$ cat config.mk
export PLATFORM = sky130hd
export DESIGN_NAME = counter_capture
export DESIGN_NICKNAME = d
export VERILOG_FILES = /design/src/rtl/counter_capture_pkg.sv /design/src/rtl/capture_fifo.sv /design/src/rtl/counter_capture.sv
export SDC_FILE = /design/constraint.sdc
export NUM_CORES = 1
export LEC_CHECK = 0
export CAP_MARGIN = 25
export CORE_UTILIZATION = 30
export DETAILED_ROUTE_END_ITERATION = 10
export MAX_ROUTING_LAYER = met4
export PLACE_DENSITY_LB_ADDON = 0.05
export SLEW_MARGIN = 15
export SYNTH_ARGS = -nofsm -noshare
export SYNTH_HDL_FRONTEND = slang
export SYNTH_SLANG_ARGS = --single-unit
$ cat constraint.sdc
create_clock -name clk -period 2.4 [get_ports clk]
set_input_delay 0.72 -clock clk [delete_from_list [all_inputs] [get_ports clk]]
set_output_delay 0.72 -clock clk [all_outputs]
set_load 0.005 [all_outputs]
$ cat src/rtl/counter_capture_pkg.sv
// Shared definitions for the counter capture block: record layout helpers.
package counter_capture_pkg;

  localparam int TAG_BITS = 2;

  function automatic int rec_width(input int size);
    return size + TAG_BITS;
  endfunction

  function automatic int cap_bit(input int size);
    return size + 1;
  endfunction

  function automatic int wrap_bit(input int size);
    return size;
  endfunction

endpackage

$ cat src/rtl/capture_fifo.sv
// Generic synchronous FIFO with registered level, sync clear and async reset.
module capture_fifo #(
  parameter int WIDTH = 10,
  parameter int DEPTH = 4,
  localparam int AW = $clog2(DEPTH),
  localparam int LW = AW + 1
) (
  input  logic             clk,
  input  logic             rst_n,
  input  logic             clear_i,
  input  logic             push_i,
  input  logic             pop_i,
  input  logic [WIDTH-1:0] wdata_i,
  output logic [WIDTH-1:0] rdata_o,
  output logic             full_o,
  output logic             empty_o,
  output logic [LW-1:0]    level_o
);

  logic [WIDTH-1:0] mem_q [DEPTH];
  logic [AW-1:0]    wr_ptr_q, wr_ptr_d;
  logic [AW-1:0]    rd_ptr_q, rd_ptr_d;
  logic [LW-1:0]    level_q, level_d;
  logic             push_ok, pop_ok;

  assign empty_o = (level_q == '0);
  assign full_o  = (level_q == LW'(DEPTH));
  assign rdata_o = mem_q[rd_ptr_q];
  assign level_o = level_q;

  // A full FIFO still accepts a push when the head leaves in the same cycle.
  assign pop_ok  = pop_i & ~empty_o;
  assign push_ok = push_i & (~full_o | pop_ok);

  // NOTE: every always_comb output is given a default first so no latch is inferred.
  always_comb begin
    wr_ptr_d = wr_ptr_q;
    rd_ptr_d = rd_ptr_q;
    level_d  = level_q;
    if (clear_i) begin
      wr_ptr_d = '0;
      rd_ptr_d = '0;
      level_d  = '0;
    end else begin
      if (push_ok) wr_ptr_d = wr_ptr_q + AW'(1);
      if (pop_ok)  rd_ptr_d = rd_ptr_q + AW'(1);
      case ({push_ok, pop_ok})
        2'b10:   level_d = level_q + LW'(1);
        2'b01:   level_d = level_q - LW'(1);
        default: level_d = level_q;
      endcase
    end
  end

  // NOTE: sequential state uses non-blocking assignments so all registers update together.
  always_ff @(posedge clk or negedge rst_n) begin
    if (!rst_n) begin
      wr_ptr_q <= '0;
      rd_ptr_q <= '0;
      level_q  <= '0;
    end else begin
      wr_ptr_q <= wr_ptr_d;
      rd_ptr_q <= rd_ptr_d;
      level_q  <= level_d;
    end
  end

  // NOTE: storage is reset here because the head entry is visible on the output and must read 0 out of reset.
  always_ff @(posedge clk or negedge rst_n) begin
    if (!rst_n) begin
      for (int i = 0; i < DEPTH; i++) mem_q[i] <= '0;
    end else if (push_ok && !clear_i) begin
      mem_q[wr_ptr_q] <= wdata_i;
    end
  end

endmodule

$ cat src/rtl/counter_capture.sv
// Timestamps capture strobes and counter wraps, queues records on a valid/ready stream.
module counter_capture
  import counter_capture_pkg::*;
#(
  parameter int SIZE  = 8,
  parameter int DEPTH = 4,
  localparam int LW = $clog2(DEPTH) + 1,
  localparam int RW = rec_width(SIZE)
) (
  input  logic            clk,
  input  logic            reset,
  input  logic [SIZE-1:0] count,
  input  logic            pulse,
  input  logic            capture,
  input  logic            clear,
  output logic [RW-1:0]   out_data,
  output logic            out_valid,
  input  logic            out_ready,
  output logic            overflow,
  output logic [LW-1:0]   level
);

  localparam int CAP_BIT  = cap_bit(SIZE);
  localparam int WRAP_BIT = wrap_bit(SIZE);

  logic          capture_q, pulse_q;
  logic          overflow_q, overflow_d;
  logic          cap_evt, wrap_evt, evt, pop;
  logic          fifo_full, fifo_empty;
  logic [RW-1:0] record;

  assign cap_evt  = capture & ~capture_q;
  assign wrap_evt = pulse & ~pulse_q;
  assign evt      = cap_evt | wrap_evt;

  always_comb begin
    record             = '0;
    record[SIZE-1:0]   = count;
    record[WRAP_BIT]   = wrap_evt;
    record[CAP_BIT]    = cap_evt;
  end

  assign out_valid = ~fifo_empty;
  assign pop       = out_valid & out_ready;

  // An event is only lost when the FIFO is full and nothing leaves this cycle.
  always_comb begin
    overflow_d = overflow_q;
    if (clear)                          overflow_d = 1'b0;
    else if (evt && fifo_full && !pop)  overflow_d = 1'b1;
  end

  // Edge detectors track their inputs every cycle, clear included.
  always_ff @(posedge clk or negedge reset) begin
    if (!reset) begin
      capture_q  <= 1'b0;
      pulse_q    <= 1'b0;
      overflow_q <= 1'b0;
    end else begin
      capture_q  <= capture;
      pulse_q    <= pulse;
      overflow_q <= overflow_d;
    end
  end

  assign overflow = overflow_q;

  capture_fifo #(
    .WIDTH (RW),
    .DEPTH (DEPTH)
  ) u_fifo (
    .clk     (clk),
    .rst_n   (reset),
    .clear_i (clear),
    .push_i  (evt),
    .pop_i   (out_ready),
    .wdata_i (record),
    .rdata_o (out_data),
    .full_o  (fifo_full),
    .empty_o (fifo_empty),
    .level_o (level)
  );

endmodule
## Word-level counts from Yosys, hierarchy flattened

Cells that the tools add are included.

| operators by class | value |
|---|---|
| $lt $le $gt $ge | 3 |
| bitwise gates (word level) | 12 |
| equal/unequal tests | 3 |
| reductions and logical operators | 11 |
| muxes and demuxes | 14 |
| add/sub/neg operators | 4 |

Operators with widths:

| kind | count |
|---|---|
| bitwise mux 40 bit | 1 |
| 2-to-1 mux 10 bit | 3 |
| binary-select mux 10 bit (select 2 bit) | 1 |
| demux 10 bit (select 2 bit) | 1 |
| 2-to-1 mux 2 bit | 4 |
| greater-or-equal comparator 3 bit, second input constant | 2 |
| inverter 2 -> 3 bit | 2 |
| case mux 3 bit (2 select lines) | 1 |
| nonzero test 2 bit | 3 |
| adder 2 x 1 -> 2 bit, second input constant | 2 |
| AND 1 bit | 4 |
| logical AND 1 bit | 4 |
| inverter 1 bit | 4 |
| adder 3 x 1 -> 3 bit, second input constant | 1 |
| equality test 3 bit, second input constant | 1 |
| logical NOT 3 bit | 1 |
| < comparator 3 x 1 -> 1 bit, second input constant | 1 |
| 2-to-1 mux 3 bit | 1 |
| nonzero test 3 bit | 1 |
| subtractor 3 x 1 -> 3 bit, second input constant | 1 |
| equality test 2 x 1 -> 1 bit, second input constant | 1 |
| equality test 2 bit, second input constant | 1 |
| logical NOT 1 bit | 2 |
| 2-to-1 mux 1 bit | 2 |
| OR 1 bit | 2 |

| storage, ports and cells | value |
|---|---|
| input bits | 14 |
| bits in registers | 50 |
| output and inout bits | 15 |
| word-level logic and storage cells | 57 |

## Logic depth before layout (Yosys ltp)

| logic depth | value |
|---|---|
| word-level depth | 8 |
| depth in mapped cells | 8 |
| depth with buffers taken out | 7 |

## By module

Synthesis repeated with hierarchy kept, for this count alone.

| second synthesis, totals | value |
|---|---|
| cell total of the unflattened synthesis | 168 |
| area, all modules | 2418.6 µm² |

By module, submodules not included:

| module | cells each | instances | area each (µm²) | sequential area each (µm²) |
|---|---|---|---|---|
| capture_fifo | 157 | 1 | 2274.7 | 1176.1 |
| counter_capture | 11 | 1 | 143.9 | 75.1 |

## Least setup slack after synthesis

OpenSTA, ideal clock, no wires.

| path | value |
|---|---|
| path kind | input -> register |
| start | in pulse |
| end | reg u_fifo.level_q[2] (netlist: u_fifo.level_o[2]) |
| stages on the path | 8 |
| library setup time | 82 ps |
| slack | -64 ps |
| data required time | 2318 ps |
| data arrival time | 2382 ps |
| path buffers | 1 |
| path through | nor2b_1 clkbuf_1 nor3_1 fa_1 nand2b_1 nor3_1 or3b_1 a31oi_1 |

| between the ends | value |
|---|---|
| longest elaborated chain between the ends | 6 |
| elaborated cells on any way between the ends | 8 |
| classes of those cells | eq/ne (2); mux (2); bitwise (3); reduce/logical (1) |

Ends and longest elaborated chain:

| what | RTL line | RTL |
|---|---|---|
| from (decl) | counter_capture.sv:13 | `input logic pulse,` |
| AND 1 bit (*) | counter_capture.sv:33 | `assign wrap_evt = pulse & ~pulse_q;` |
| OR 1 bit (*) | counter_capture.sv:34 | `assign evt = cap_evt \| wrap_evt;` |
| AND 1 bit (*) | capture_fifo.sv:33 | `assign push_ok = push_i & (~full_o \| pop_ok);` |
| equality test 2 x 1 -> 1 bit / equality test 2 bit (equally long branches) | capture_fifo.sv:47 | `case ({push_ok, pop_ok})` |
| case mux 3 bit (2 select lines) | capture_fifo.sv:47 |  |
| 2-to-1 mux 3 bit | capture_fifo.sv:40 | `if (clear_i) begin` |
| to (signal assigned) | capture_fifo.sv:64 | `level_q <= level_d;` |
| to (decl) | capture_fifo.sv:23 | `logic [LW-1:0] level_q, level_d;` |

Every way passes the cells marked *; elsewhere a longest branch is shown, timed or not.
A chain may end at the register's enable or synchronous reset.

## Final worst setup path

| path | value |
|---|---|
| start | reg u_fifo.level_q[1] (netlist: u_fifo.level_o[1]) |
| end | out out_valid |

| between the ends | value |
|---|---|
| longest elaborated chain between the ends | 2 |

Ends and longest elaborated chain:

| what | RTL line | RTL |
|---|---|---|
| logical NOT 3 bit | capture_fifo.sv:26 | `assign empty_o = (level_q == '0);` |
| inverter 1 bit | counter_capture.sv:43 | `assign out_valid = ~fifo_empty;` |
| to (decl) | counter_capture.sv:17 | `output logic out_valid,` |

No other way between the ends.

==> qor.yml <==
worst_setup_path:
  crit_family: "buffers and inverters"
  r2r_end: "u_fifo.level_o[2]"
  rr_startpoint: "u_fifo.level_o[1]"
  path_cells: "or3_1 -> clkdlybuf4s50_1"
  path_class: "reg -> out"
  end_kind: "output pin"
  cp_data_arrival_time_ns: 1.62
  crit_fanout: 5
  worstSetupStartpointType: "flip-flop"
  crit_path_max_incr_delay_ns: 0.46
  rrSetupSlack_ns: 0.33
  critPathBufInv: 1
  worstRegToRegCells: 8
  critPathSlowestCell: "clkdlybuf4s50_1"
  critPathRequiredTime_ns: 1.68
synth:
  netlist_area_um2: 2380
  synthTopCellsByCount: "dfrtp_1 (50), mux2_1 (33), mux4_2 (10), nand2_1 (10)"
  synth_top_area_frac: 0.525
  synth-main-ff-cell: "dfrtp_1"
  synth.avg_cell_area_um2: 14.2
  synthCells: 168
  seq_area_frac_synth: 0.525
  synth_edf_count: 0
  synth.most_common_cell: "dfrtp_1"
  synthArstFlopShare: 1.00
  synth_nets: 187
  yosysWarnings: 0
  ys_seq_elements: 50
  synth_area_leaders: "dfrtp_1 (53%), mux2_1 (16%), mux4_2 (9.5%), o2111ai_2 (2.5%), ha_1 (2.1%)"
  synth_top_area_cell: "dfrtp_1"
  yosysUniqueCellTypes: 33
final_layout:
  syn2layout_area_growth_pct: 30.1
  instances_no_fill: 326
  drive_gt1_frac: 0.295
  antenna_cells: 0
  nets: 242
detailed_routing:
  wirelength_um: 5150
  firstDrtPassIters: 4
  via_per_inst: 4.75
  wl_per_cell_um: 15.8
  drtIter0Drc: 46
  route.detailed.drc: 0
  num_vias: 1548
  ant_nets: 0
global_route:
  grt_util_met2: 0.251
  met3_usage: 0.0293
  met1_usage: 0.162
  antenna_found_initial: 0
  grt_pass1_vias: 1734
  overflow: 0
  grt_pass1_wl_um: 8810
  top_usage_layer: "met2"
  grt_util_all_layers: 0.142
  grt_max_degree: 51
floorplan:
  start_util: 0.310
  core_area_um2: 7690
  die_h_um: 91.1
  rows: 32
  ios: 29
  die_w_um: 91.1
  die_area_um2: 8300
sta:
  timing_hold_violations_final: 0
  worst_pin_slew_ns: 0.437
  fin_crit_sh: 0.975
  slew_violations: 0
  min_period_ns: 2.34
  max_slew_margin: 0.709
  fin_worst_skew_ns: 0.0129
  fin_setup_tns_ns: 0
  rsz0062_at_grt: "false"
  max_freq_mhz: 427
  setup_violations: 0
pwr:
  peakVddDrop_mv: 0.399
  powerDensity_nw_per_um2: 949
  p_leak_nw: 1.37
worst_hold_path:
  holdCritPathClass: "in -> async"
clocking:
  clkLatencyLatePin_ns: 0.31
  cts_tree: "done"
  clock-sinks: 50
  cts_made_buffers: 5
  root_buffer: "clkbuf_8"
  clockBufferDepth: 2
  htree_levels: 2
  clk_pin_slew_ns: 0.10
place:
  dp_hpwl_um: 3650
  portBuffers: 28
  gp_congestion: 0.763
  dpl.cell_count: 311
run_status:
  outcome: "finished clean"
job:
  maxCapViolations: 0
cell families after synthesis:
| group | count (synthesis) | synth area share |
|---|---|---|
| buffers and inverters | 13 | 0.0341 |
| adders and majority gates | 5 | 0.0294 |
| and+or+nand+nor | 32 | 0.0662 |
| muxes | 45 | 0.259 |
| xor gates and xnor gates | 3 | 0.0110 |
| AOI/OAI and AO/OA | 20 | 0.0751 |
| DFF | 50 | 0.525 |
sequential cells by signal, indices dropped and copies added (netlist names):
signal and count:
u_fifo.wr_ptr_q 2, overflow 1, u_fifo.rd_ptr_q 2, pulse_q 1, u_fifo.level_o 3, capture_q 1, u_fifo.mem_q 40
metrics by stage:
step	instance area, um2	total power [mW]	setup WS [ns]	hold slack (ns)	utilization
4_1_cts	3080	2.96	0.00309	0.394	0.401
5_1_grt	3100	3.16	0.000127	0.400	0.403
3_3_place_gp	2960	2.43	-0.327	0.460	0.384
2_1_floorplan	2390	1.88	0.0518	0.424	-
6_report	3100	2.94	0.0600	0.373	0.403
3_5_place_dp	2960	2.48	-0.358	0.473	0.384
worst max-delay path by stage:
stage                 startpoint                 to  slack [ns]  cells after the start
2_1_floorplan              pulse  u_fifo.level_o[2]        0.05                      8
4_1_cts        u_fifo.level_o[1]          out_valid       0.003                      2
3_3_place_gp           out_ready   u_fifo.mem_q[17]       -0.33                      4
5_1_grt                  capture  u_fifo.level_o[2]      0.0001                      8
6_report       u_fifo.level_o[1]          out_valid        0.06                      2
3_5_place_dp           out_ready   u_fifo.mem_q[14]       -0.36                      4
report_power, final:
part / internal, mW / total, mW / switching, mW
Sequential: 1.12 / 1.28 / 0.165
Clock: 0.205 / 0.497 / 0.291
Combinational: 0.728 / 1.16 / 0.433
per-layer routing:
layer  vias up  wire length, um
li1        717                -
met1       794             2150
met2        30             2770
met3         7              165
met4         0               65
met5         -                0
final cells by class:
class	instances	area [um2]
timing repair buffer	58	546
inverter	3	11.3
sequential	50	1250
tap	102	128
multi-input combinational	105	1070
clock inverter	3	21.3
fill	759	4590
clock buffer	5	68.8
timing repair:
| action | in CTS | in global routing |
|---|---|---|
| endpoints found under the setup margin | 18 | 9 |
| gates resized for setup | 19 | 9 |
| setup buffers | 3 | 4 |
| hold buffers | 0 | 0 |
placed cells by master (no fill, tap or decap), types with 2 or more instances in the layout:
cell type        synthesis  layout
mux2_1                  33      33
inv_1                    2       2
buf_12                   0       5
buf_4                    0      24
nand2b_1                 4       4
nand2_1                 10      10
nor2_1                   8       8
clkbuf_2                 0       4
mux2i_1                  2       2
clkdlybuf4s50_1          0      16
a21oi_1                  2       2
xor2_1                   2       2
dlygate4sd2_1            0       3
clkdlybuf4s15_1          0       3
dfrtp_2                  0       2
clkbuf_8                 0       5
o2111ai_2                4       3
dfrtp_1                 50      48
o21ai_1                  8       8
ha_1                     4       4
nor2b_1                  3       3
mux4_2                  10      10
Power figures use the tool's default switching activity.
